## config.mk

```make
export PLATFORM = sky130hd
export DESIGN_NAME = iref_ctrl
export DESIGN_NICKNAME = d
export VERILOG_FILES = /design/src/rtl/iref_ctrl.sv
export SDC_FILE = /design/constraint.sdc
export NUM_CORES = 1
export LEC_CHECK = 0
export ABC_AREA = 1
export BUFFER_PORTS_ARGS = -buffer_cell sky130_fd_sc_hd__buf_2
export CORE_MARGIN = 2
export CORE_UTILIZATION = 41
export CTS_CLUSTER_DIAMETER = 60
export DETAILED_ROUTE_END_ITERATION = 6
export SLEW_MARGIN = 20
export SYNTH_ARGS = -nofsm -noshare
export SYNTH_HDL_FRONTEND = slang
export SYNTH_SLANG_ARGS = --single-unit
```

## constraint.sdc

```tcl
create_clock -name clk -period 4.18 [get_ports clk]
set_input_delay 0.209 -clock clk [delete_from_list [all_inputs] [get_ports clk]]
set_output_delay 0.209 -clock clk [all_outputs]
set_load 0.02 [all_outputs]
```

## src/rtl/iref_ctrl.sv

```systemverilog
// iref_ctrl: power-up/power-down sequencer for the RF current reference.
// Optional periodic refresh charge in ON when IREF_RECHARGE_EN is defined.
module iref_ctrl #(
  parameter int CNT_W           = 16,
  parameter int CHARGE_CYCLES   = 64,
  parameter int SETTLE_CYCLES   = 32,
  parameter int RECHARGE_PERIOD = 4096
) (
  input  logic clk,
  input  logic rst,
  input  logic en,
  output logic iref_pd,
  output logic iref_charge,
  output logic ready,
  output logic busy
);

  typedef enum logic [2:0] {
    S_OFF      = 3'd0,
    S_CHARGE   = 3'd1,
    S_SETTLE   = 3'd2,
`ifdef IREF_RECHARGE_EN
    S_ON       = 3'd3,
    S_RECHARGE = 3'd4
`else
    S_ON       = 3'd3
`endif
  } state_e;

  localparam logic [CNT_W-1:0] CHG_LAST = CNT_W'(CHARGE_CYCLES - 1);
  localparam logic [CNT_W-1:0] STL_LAST = CNT_W'(SETTLE_CYCLES - 1);
`ifdef IREF_RECHARGE_EN
  localparam logic [CNT_W-1:0] RCH_LAST = CNT_W'(RECHARGE_PERIOD - 1);
`endif

  state_e           state_q, state_d;
  logic [CNT_W-1:0] cnt_q, cnt_d;

  // State and counter registers; reset overrides everything.
  always_ff @(posedge clk) begin
    if (rst) begin
      state_q <= S_OFF;
      cnt_q   <= '0;
    end else begin
      state_q <= state_d;
      cnt_q   <= cnt_d;
    end
  end

  // Next-state and counter; dropping en always returns to OFF.
  always_comb begin
    state_d = state_q;
    cnt_d   = cnt_q;
    if (!en) begin
      state_d = S_OFF;
      cnt_d   = '0;
    end else begin
      unique case (state_q)
        S_OFF: begin
          state_d = S_CHARGE;
          cnt_d   = '0;
        end
        S_CHARGE: begin
          if (cnt_q == CHG_LAST) begin
            state_d = S_SETTLE;
            cnt_d   = '0;
          end else begin
            cnt_d = cnt_q + CNT_W'(1);
          end
        end
        S_SETTLE: begin
          if (cnt_q == STL_LAST) begin
            state_d = S_ON;
            cnt_d   = '0;
          end else begin
            cnt_d = cnt_q + CNT_W'(1);
          end
        end
`ifdef IREF_RECHARGE_EN
        S_ON: begin
          if (cnt_q == RCH_LAST) begin
            state_d = S_RECHARGE;
            cnt_d   = '0;
          end else begin
            cnt_d = cnt_q + CNT_W'(1);
          end
        end
        S_RECHARGE: begin
          if (cnt_q == CHG_LAST) begin
            state_d = S_ON;
            cnt_d   = '0;
          end else begin
            cnt_d = cnt_q + CNT_W'(1);
          end
        end
`else
        S_ON: begin
          state_d = S_ON;
        end
`endif
        default: begin
          state_d = S_OFF;
          cnt_d   = '0;
        end
      endcase
    end
  end

  // Moore output decode from the registered state only.
  always_comb begin
    iref_pd     = 1'b1;
    iref_charge = 1'b1;
    ready       = 1'b0;
    busy        = 1'b0;
    unique case (state_q)
      S_OFF: begin
        iref_pd     = 1'b1;
        iref_charge = 1'b1;
      end
      S_CHARGE: begin
        iref_pd     = 1'b0;
        iref_charge = 1'b1;
        busy        = 1'b1;
      end
      S_SETTLE: begin
        iref_pd     = 1'b0;
        iref_charge = 1'b0;
        busy        = 1'b1;
      end
      S_ON: begin
        iref_pd     = 1'b0;
        iref_charge = 1'b0;
        ready       = 1'b1;
      end
`ifdef IREF_RECHARGE_EN
      S_RECHARGE: begin
        iref_pd     = 1'b0;
        iref_charge = 1'b1;
        ready       = 1'b1;
        busy        = 1'b1;
      end
`endif
      default: begin
        iref_pd     = 1'b1;
        iref_charge = 1'b1;
      end
    endcase
  end

endmodule

```

# Word-level counts from Yosys, hierarchy flattened
# Index checks and enable logic that the tools add are counted.
# W data, S select, Z words.
# op_classes
n_mux,10
add_sub_neg,1
reduce_logical,6
bitwise,1
n_eq_ne,7
# ops
op,n
$pmux W16 S3,1
$mux W16,2
$add A16 B1 Y16 const B,1
$eq A16 B5 Y1 const B,1
$eq A16 B6 Y1 const B,1
$pmux W3 S4,1
$eq A3 B2 Y1 const B,2
$mux W3,2
$reduce_or A2 Y1,3
$mux W1,4
$ne A2 B2 Y1 const B,2
$eq A3 B1 Y1 const B,1
$logic_not A3 Y1,1
$reduce_or A3 Y1,1
$reduce_and A2 Y1,1
$not A1 Y1,1
# word_totals
inputBits,3
ff_bits,19
word_cells,27
output_inout_bits,4

# Logic depth before layout (Yosys ltp)
# Gate-level depths: netlist (run 1).
# depth
depth_word,3
depth_mapped,11
mapped_depth_nobuf,10

# Worst setup path after synthesis (run 1)
# Ideal clock, no wire load.
# synth_timing
path_type,register to register
from,register state_q[0]
to,register cnt_q[10]
n_path_buf,0
t_required_ns,4.109
setup_slack_ns,2.585
synth_period_minus_slack_ns,1.595
path_stages_with_launch,9
arrival_ns,1.524
setup_time_ns,0.071
cell_sequence,dfxtp_1 > inv_1 > ha_1 > inv_1 > nor2_4 > inv_1 > a21oi_1 > nand3_1 > a21oi_1
# synth_between
elab_chain_len,2
elab_cells_between_ends,4
classes_between,eq/ne: 3; mux: 1
# synth_lines
element,line,text
from (decl),36,"state_e state_q, state_d;"
from (signal assigned),45,state_q <= state_d;
$eq A3 B2 Y1 / $eq A3 B1 Y1 (equally long branches),58,unique case (state_q)
$pmux W16 S3,58,
to (signal assigned),46,cnt_q <= cnt_d;
to (decl),37,"logic [CNT_W-1:0] cnt_q, cnt_d;"
# Parallel ways exist; a longest one is shown, timed or not.
# A chain may end at the register's enable or synchronous reset.

# Worst setup path after layout (run 1)
# layout_timing
from,register state_q[0]
to,output port iref_charge
# layout_between
elab_chain_len,3
elab_cells_between_ends,4
classes_between,eq/ne: 2; mux: 1; reduce/logical: 1
# layout_lines
element,line,text
$eq A3 B2 Y1,115,unique case (state_q)
$reduce_or A2 Y1 (no source line) (*),-,
$mux W1 (*),115,
to (decl),13,"output logic iref_charge,"
# Mark *: on every way between the ends. The rest lies on a longest branch, timed or not.

==> flow_summary.yaml, run 1 <==
synthesis:
  synth_largest_area_cell: "dfxtp_1"
  synth_edf_count: 0
  synth-seq-area-share_pct: 28.54
  netlist_instances: 204
  synth_top_area_share_pct: 28.54
  synth.ff_latch_count: 18
  synth_ff_type: "dfxtp_1"
  syn_area_per_cell_um2: 6.189
  synthesis.area_um2: 1262
  yosys_warnings: 0
  synth.most_common_cell: "nand2_1"
  synth_top_cells_by_count: "64 x nand2_1, 34 x nor2_1, 21 x inv_1"
  async_flop_share_pct: 0
  synth_area_leaders: "dfxtp_1 29%, nand2_1 19%, nor2_1 10%, a21oi_1 7.9%, ha_1 6.9%"
  ys_types: 21
  synth_nets: 214
final_layout:
  finalNonFillerCells: 241
  postLayoutCoreUtil_pct: 44.37
  fin_area_um2: 1321
  antenna_cells: 0
  layout.filler_cells: 318
  fin_nets: 220
  drive_above_1_share_pct: 10.10
  area_delta_synth_final_pct: 4.658
hold_path:
  min_from: "cnt_q[1]"
  hold_depth: 2
  hp-class: "register to register"
  min_to: "cnt_q[1]"
routing:
  ant_nets: 0
  drc_errors: 0
  first_iter_violations: 42
  wire_per_inst_um: 10.90
  vias_per_cell: 5.075
  num_vias: 1223
  dr.pass1.iters: 4
  routed_wl_mm: 2.626
critical_path:
  crit_type: "register to output pin"
  r2r_start: "state_q[0]"
  r2r_slack_ns: 2.35
  startpoint_type: "register"
  required_ns: 3.97
  end_kind: "output pin"
  ff2ff_path_depth: 6
  cp_data_arrival_time_ns: 1.67
  r2r-end: "cnt_q[15]"
  critPathMaxFanout: 19
global_route:
  grt_overflow: 0
  grt_pass1_wl_mm: 4.602
  grt_pass1_vias: 1143
  antenna_found_initial: 0
  grt_start_max_net_pins: 20
  gr-usage-all-layers_pct: 16.67
sta:
  finalCriticalPeriod_ns: 1.884
  tightestPinTransition_ns: 0.7341
  fin_crit_sh_pct: 45.07
  hold_viol_final: 0
  rsz0062_at_grt: "false"
  max_freq_mhz: 530.9
  fin_skew_ns: 0.005722
  maxSlewHeadroom_pct: 51.06
  setup_viol: 0
  slew_viol_final: 0
  hold-worst-slack_ns: 0.5004
  fin_setup_tns_ns: 0
clock_network:
  cts_buffers: 3
  holdBufCountCts: 0
  clk_pin_slew_ns: 0.10
  clock-root-buffer: "clkbuf_4"
  cts_sinks: 18
  cts_max_level: 1
  cts_tree: "built"
  clk_path_buf_depth: 2
  clk_latency_ns: 0.29
  cts_setup_buffers: 0
  cts_resized: 0
floorplanning:
  die-area_um2: 3539
  pin_count: 7
  die_w_um: 59.49
  start_util_pct: 42.39
  die_h_um: 59.49
  row_count: 20
  coreArea_um2: 2978
place:
  dp.cells: 238
  gp_congestion: 0.8255
  placed_area_um2: 1299
  portBuffers: 6
  dp_hpwl_mm: 1.937
power:
  peakVddDrop_uv: 111.6
  powerDensity_nw_per_um2: 223.3
  p_leak_nw: 0.4440
status:
  status: "complete, no violations"
flow_run:
  max_cap_viol_count: 0
==> final cells by class <==
type	instances	area [um2]	share of cell area (%)
inverters	21	78.83	5.966
well taps	33	41.29	3.125
multi-input cells	160	788.3	59.66
repair buffers	6	30.03	2.273
clock buffers	3	22.52	1.705
flip-flops and latches	18	360.3	27.27
==> worst max-delay path, stage by stage, from the launching register on <==
cell and delay [ns]:
dfxtp_1 0.41, ha_1 0.66, nor2_1 0.12, buf_2 0.19
==> flip-flops by register name (all words and copies together), names as in the netlist <==
register	count
cnt_q	16
state_q	2
==> per-stage QoR <==
step	setup WS, ns	power, mW
floorplan	2.585	0.2067
global placement	2.432	0.2127
detailed placement	2.350	0.2138
CTS	2.269	0.3042
global route	2.128	0.3100
finish	2.296	0.2951
==> report_power, final <==
part	total [mW]	internal (mW)	switching, mW	leakage, nW
Clock	0.0857	0.0335	0.0522	0.0138
Combinational	0.0353	0.00952	0.0258	0.285
Sequential	0.174	0.173	0.00140	0.145
Total	0.295	0.216	0.0795	0.444
==> how the worst max path moves through the flow <==
stage                    start  cells after the start  slack, ns     endpoint
global placement    state_q[0]                      6       2.43    cnt_q[10]
floorplan           state_q[0]                      8       2.59    cnt_q[10]
global route        state_q[0]                      6       2.13    cnt_q[15]
finish              state_q[0]                      3       2.30  iref_charge
detailed placement  state_q[0]                      6       2.35    cnt_q[10]
CTS                 state_q[0]                      3       2.27  iref_charge
==> metal layers <==
layer | global-route usage (%) | up-vias | routed length [um]
met5 | 0 | - | 0
met4 | 6.984 | 0 | 17
met3 | 1.965 | 2 | 57
met2 | 29.98 | 10 | 1302
met1 | 19.79 | 565 | 1249
li1 | - | 646 | -
==> kinds of logic after synthesis <==
group	synth area share, %
simple gates	43.51
buf+inv	9.019
compound gates	10.61
flops	28.54
fa+ha+maj	6.937
xor+xnor	1.388
==> cells in the final DEF, fill, tap and decap left out, types with 3 or more instances in the layout <==
master and instances:
nor2_4 3, a21oi_1 20, nand2_1 64, dfxtp_1 18
nor2_1 34, nand4_1 4, buf_2 6, nand3_1 12
clkbuf_4 3, ha_1 7, inv_1 21, nand2_2 4
nor2_2 3
Power figures use the tool's default switching activity.
==> run 2, diff against run 1 <==
--- a/config.mk
+++ b/config.mk
@@ -5,7 +5,7 @@
 export SDC_FILE = /design/constraint.sdc
 export NUM_CORES = 1
 export LEC_CHECK = 0
-export ABC_AREA = 1
+export ABC_AREA = 0
 export BUFFER_PORTS_ARGS = -buffer_cell sky130_fd_sc_hd__buf_2
 export CORE_MARGIN = 2
 export CORE_UTILIZATION = 41
==> constraint.sdc (replaced) <==
create_clock -name clk -period 1.86 [get_ports clk]
set_input_delay 0.093 -clock clk [delete_from_list [all_inputs] [get_ports clk]]
set_output_delay 0.093 -clock clk [all_outputs]
set_load 0.02 [all_outputs]
==> run 2 against run 1 <==
  * Core utilization up 5.7 points
  * Clock power increased by 120%
  * Critical path depth rose by 4
  * Clock skew is 0.0025 ns higher
  * Count of clock-buffer cells in the layout unchanged
  * Combinational power grew to 2.8 times the previous value
  * Non-clock buffer count increased by 7
  * Sequential power increased by 130%
  * Synthesized area is 15% lower
  * Largest cell class unchanged
  * Critical path type is now register to register
  * Design area shrank 6.1%
  * Worst hold slack worse by 0.38 ns
==> flow_summary.yaml, run 2 <==
status:
  status: "complete, no violations"
global_route:
  grt_start_max_net_pins: 13
  gr-usage-all-layers_pct: 18.81
  grt_pass1_vias: 900
  grt_pass1_wl_mm: 4.119
  grt_overflow: 0
  antenna_found_initial: 0
synthesis:
  async_flop_share_pct: 0
  synthSimpleGateAreaFrac_pct: 29.94
  synth_largest_area_cell: "dfxtp_1"
  synth.ff_latch_count: 18
  synth_xor_area_share_pct: 0.8187
  synth_adder_area_share_pct: 8.187
  synth_top_family_by_area: "simple AND/OR/NAND/NOR gates"
  synth_compound_area_share_pct: 22.22
  syn_area_per_cell_um2: 8.490
  synthesis.area_um2: 1070
  ys_types: 43
  yosys_warnings: 0
  synth_mux_area_share_pct: 1.871
  synth_ff_type: "dfxtp_1"
  synth_area_leaders: "dfxtp_1 34%, ha_1 8.2%, nand2_1 4.9%, nand3_1 4.7%, a21oi_1 3.3%"
  synth_nets: 136
  synth_top_area_share_pct: 33.68
  synth_edf_count: 0
  synth-seq-area-share_pct: 33.68
  netlist_instances: 126
  synth_top_cells_by_count: "18 x dfxtp_1, 14 x nand2_1, 10 x nand3_1"
  synth.most_common_cell: "dfxtp_1"
critical_path:
  critPathMaxFanout: 5
  crit_type: "register to register"
  cp_data_arrival_time_ns: 2.00
  ff2ff_path_depth: 7
  r2r-end: "cnt_q[7]"
  end_kind: "register"
  r2r_slack_ns: 0.10
  startpoint_type: "register"
  startpoint: "state_q[0]"
  r2r_start: "state_q[0]"
  required_ns: 2.10
hold_path:
  hp-class: "primary input to register"
  min_to: "state_q[0]"
  hold_depth: 3
  min_from: "en"
power:
  powerDensity_nw_per_um2: 551.3
  power_mw: 0.6843
  p_leak_nw: 0.4631
  peakVddDrop_uv: 332.6
final_layout:
  antenna_cells: 0
  drive_above_1_share_pct: 25.18
  largest_reg_flops: 16
  layout_commonest_cell: "dfxtp_1"
  area_delta_synth_final_pct: 16.02
  regMostFlops: "cnt_q"
  layout.filler_cells: 254
  multiInputGateArea_um2: 714.4
  reg.largest.list: "cnt_q: 16 flops, state_q: 2 flops"
  seqCellArea_um2: 365.4
  fin_nets: 151
  final_cell_mix: "16 x dfxtp_1, 14 x nand2_1, 10 x nand3_1, 8 x nor2_1"
  finalNonFillerCells: 169
floorplanning:
  pin_count: 7
  die_w_um: 55.08
  start_util_pct: 43.18
  row_count: 18
  coreArea_um2: 2477
  die-area_um2: 3034
  die_h_um: 55.08
sta:
  setup_viol: 0
  rsz0062_at_grt: "true"
  maxSlewHeadroom_pct: 75.04
  fin_crit_sh_pct: 94.44
  finalCriticalPeriod_ns: 1.757
  hold_viol_final: 0
  max_freq_mhz: 569.3
  tightestPinTransition_ns: 0.3744
  slew_viol_final: 0
  fin_skew_ns: 0.008227
clock_network:
  cts_max_level: 1
  cts_tree: "built"
  holdBufCountCts: 0
  clk_path_buf_depth: 2
  clock-root-buffer: "clkbuf_4"
  cts_sinks: 18
  clk_pin_slew_ns: 0.10
  cts_buffers: 3
  clk_latency_ns: 0.29
routing:
  wire_per_inst_um: 13.74
  drc_errors: 0
  vias_per_cell: 5.609
  first_iter_violations: 10
  ant_nets: 0
  num_vias: 948
  dr.pass1.iters: 4
  routed_wl_mm: 2.322
flow_run:
  max_cap_viol_count: 0
place:
  portBuffers: 6
  dp.cells: 165
  gp_congestion: 0.8318
  dp_hpwl_mm: 1.758
==> run 2: timing repair <==
item	4_1_cts	5_1_grt
resized for setup	4	6
endpoints found under the setup margin	4	9
cloned	0	0
pin swaps	0	1
setup buffers	0	1
==> run 2: report_power, final <==
group          total, mW  internal [mW]  switching (mW)
Clock              0.192         0.0752           0.116
Sequential         0.394          0.389         0.00453
Combinational     0.0987         0.0395          0.0592
==> run 2: kinds of logic after synthesis <==
group	count (synthesis)
AOI/OAI and AO/OA	35
xor gates and xnor gates	1
adders and majority gates	7
buffers and inverters	7
DFF	18
muxes	2
and+or+nand+nor	56
==> run 2: worst max-delay path by stage <==
stage	endpoint	slack [ns]	cells after the start
detailed placement	cnt_q[6]	-0.01	8
global route	state_q[1]	-0.04	7
CTS	cnt_q[9]	0.04	9
global placement	cnt_q[6]	0.01	8
finish	cnt_q[7]	0.10	7
floorplan	cnt_q[7]	0.04	7
==> run 2: layer usage <==
metal	vias to the layer above	GRT usage, %	wire, um
met2	13	31.94	1096
met1	434	24.06	1146
met4	0	3.659	27
met5	-	0	0
met3	4	4.839	51
li1	497	-	-
==> run 2: final cells by class <==
cell class              count  share of cell area (%)
flip-flops and latches     18                   29.44
inverters                   4                   1.210
clock buffers               3                   1.815
multi-input cells         101                   57.56
repair buffers             13                   6.956
well taps                  30                   3.024
==> run 2: through the flow <==
step | setup WS [ns] | area, um2 | setup TNS [ns] | hold slack, ns | util (%)
2_1_floorplan | 0.03969 | 1082 | 0 | 0.2530 | -
3_3_place_gp | 0.01118 | 1175 | 0 | 0.4177 | 47.42
3_5_place_dp | -0.01432 | 1175 | -0.03520 | 0.4226 | 47.42
4_1_cts | 0.03575 | 1214 | 0 | 0.1147 | 48.99
5_1_grt | -0.03992 | 1241 | -0.1012 | 0.1322 | 50.10
6_report | 0.1034 | 1241 | 0 | 0.1232 | 50.10
==> run 2: worst max-delay path, cell delays in order (launching register included) <==
cell and delay [ns]:
dfxtp_2 0.35, inv_1 0.11, ha_4 0.29, o21ai_2 0.09, nor3_4 0.20, o21ai_2 0.09
or4_1 0.50, nand3_1 0.09
==> run 3, diff against run 2 <==
--- a/config.mk
+++ b/config.mk
@@ -11,6 +11,7 @@
 export CORE_UTILIZATION = 41
 export CTS_CLUSTER_DIAMETER = 60
 export DETAILED_ROUTE_END_ITERATION = 6
+export SETUP_SLACK_MARGIN = 0.4
 export SLEW_MARGIN = 20
 export SYNTH_ARGS = -nofsm -noshare
 export SYNTH_HDL_FRONTEND = slang
==> run 3 against run 2 <==
  * Maximum frequency increased by 4.0%
  * Non-clock buffer count increased by 12
  * Die area unchanged
  * Flip-flop and latch count unchanged
  * Final cell count increased by 8.3%
  * Clock skew decreased by 0.0039 ns
  * Design area increased by 22%
  * Critical path depth decreased by 1
==> flow_summary.yaml, run 3 (synthesis results as in run 2) <==
floorplanning:
  start_util_pct: 43.18
  pin_count: 7
  die_h_um: 55.08
  die_w_um: 55.08
  row_count: 18
  coreArea_um2: 2477
  die-area_um2: 3034
place:
  portBuffers: 6
  gp_congestion: 0.8337
  dp.cells: 162
  dp_hpwl_mm: 1.728
global_route:
  gr-usage-all-layers_pct: 22.03
  antenna_found_initial: 0
  grt_overflow: 0
  grt_pass1_vias: 1050
  grt_start_max_net_pins: 12
  grt_pass1_wl_mm: 4.692
clock_network:
  clock-root-buffer: "clkbuf_4"
  clk_pin_slew_ns: 0.11
  cts_buffers: 3
  cts_max_level: 1
  cts_sinks: 18
  cts_tree: "built"
  clk_latency_ns: 0.31
  holdBufCountCts: 0
  clk_path_buf_depth: 2
final_layout:
  antenna_cells: 0
  finalNonFillerCells: 183
  drive_above_1_share_pct: 43.14
  final_cell_mix: "15 x buf_4, 14 x dfxtp_1, 11 x nand2_1, 10 x nand3_1"
  postLayoutCoreUtil_pct: 60.96
  area_delta_synth_final_pct: 41.17
  layout.filler_cells: 229
  largest_reg_flops: 16
  layout_commonest_cell: "buf_4"
  regMostFlops: "cnt_q"
  fin_nets: 164
  reg.largest.list: "cnt_q: 16 flops, state_q: 2 flops"
critical_path:
  critPathMaxFanout: 6
  r2r-end: "cnt_q[9]"
  startpoint_type: "register"
  required_ns: 2.07
  cp_data_arrival_time_ns: 1.90
  r2r_start: "cnt_q[1]"
  r2r_slack_ns: 0.17
  end_kind: "register"
  ff2ff_path_depth: 6
  crit_type: "register to register"
sta:
  hold_viol_final: 0
  rsz0062_at_grt: "true"
  fin_skew_ns: 0.004327
  fin_crit_sh_pct: 90.78
  hold-worst-slack_ns: 0.1007
  setup_viol: 0
  fin_setup_tns_ns: 0
  slew_viol_final: 0
  finalCriticalPeriod_ns: 1.689
  max_freq_mhz: 592.2
  maxSlewHeadroom_pct: 69.96
  tightestPinTransition_ns: 0.4506
power:
  p_leak_nw: 0.5706
  powerDensity_nw_per_um2: 514.3
  peakVddDrop_uv: 352.2
routing:
  num_vias: 1070
  ant_nets: 0
  vias_per_cell: 5.847
  first_iter_violations: 20
  dr.pass1.iters: 4
  routed_wl_mm: 2.867
  drc_errors: 0
  wire_per_inst_um: 15.67
hold_path:
  min_from: "en"
  hp-class: "primary input to register"
  hold_depth: 3
  min_to: "state_q[1]"
status:
  status: "complete, no violations"
flow_run:
  max_cap_viol_count: 0
==> run 3: through the flow <==
stage	setup slack [ns]	instance area (um2)	power [mW]
finish	0.1714	1510	0.7767
global route	0.06637	1510	0.8089
CTS	0.1784	1438	0.7708
global placement	0.09855	1179	0.4909
detailed placement	0.01729	1179	0.4931
floorplan	0.1982	1109	0.4743
==> run 3: worst max-delay path by stage <==
stage	start	to	slack, ns	depth (start not counted)
6_report	cnt_q[1]	cnt_q[9]	0.17	6
5_1_grt	cnt_q[5]	cnt_q[11]	0.07	5
4_1_cts	state_q[0]	cnt_q[6]	0.18	8
3_5_place_dp	state_q[0]	cnt_q[9]	0.02	7
3_3_place_gp	state_q[0]	cnt_q[9]	0.1	7
2_1_floorplan	state_q[0]	cnt_q[7]	0.20	7
==> run 3: critical path: stages (launching register included) <==
cell and delay (ns):
dfxtp_4 0.38, ha_4 0.17, nand4_4 0.14, or2_4 0.30, o21a_4 0.25, a21o_2 0.19, a21o_1 0.16
==> run 3: metal layers <==
layer,global-route usage (%),vias up,share of wire (%),routed length (um)
li1,-,525,-,-
met1,26.94,514,42,1216
met2,38.29,23,51,1473
met3,3.495,8,4.3,122
met4,8.943,0,1.9,55
met5,0,-,0,0
==> run 3: power by group <==
part,internal (mW),switching (mW)
Sequential,0.387,0.00824
Clock,0.120,0.134
Combinational,0.0574,0.0712
==> run 3: area by class of cell <==
class                           count  area (um2)  area share (%)
Multi-Input combinational cell    102       853.3           56.50
Sequential cell                    18       375.4           24.85
Timing Repair Buffer               25       187.7           12.43
Tap cell                           30       37.54           2.485
Clock buffer                        4       36.28           2.403
Inverter                            4       20.02           1.326
==> run 3: timing repair <==
item                                   CTS  global route
endpoints found under the hold margin    0             0
cloned                                   1             0
setup buffers                           13             3
pin swaps                               14             8
setup endpoints to repair               16            18
resized for setup                       31            13
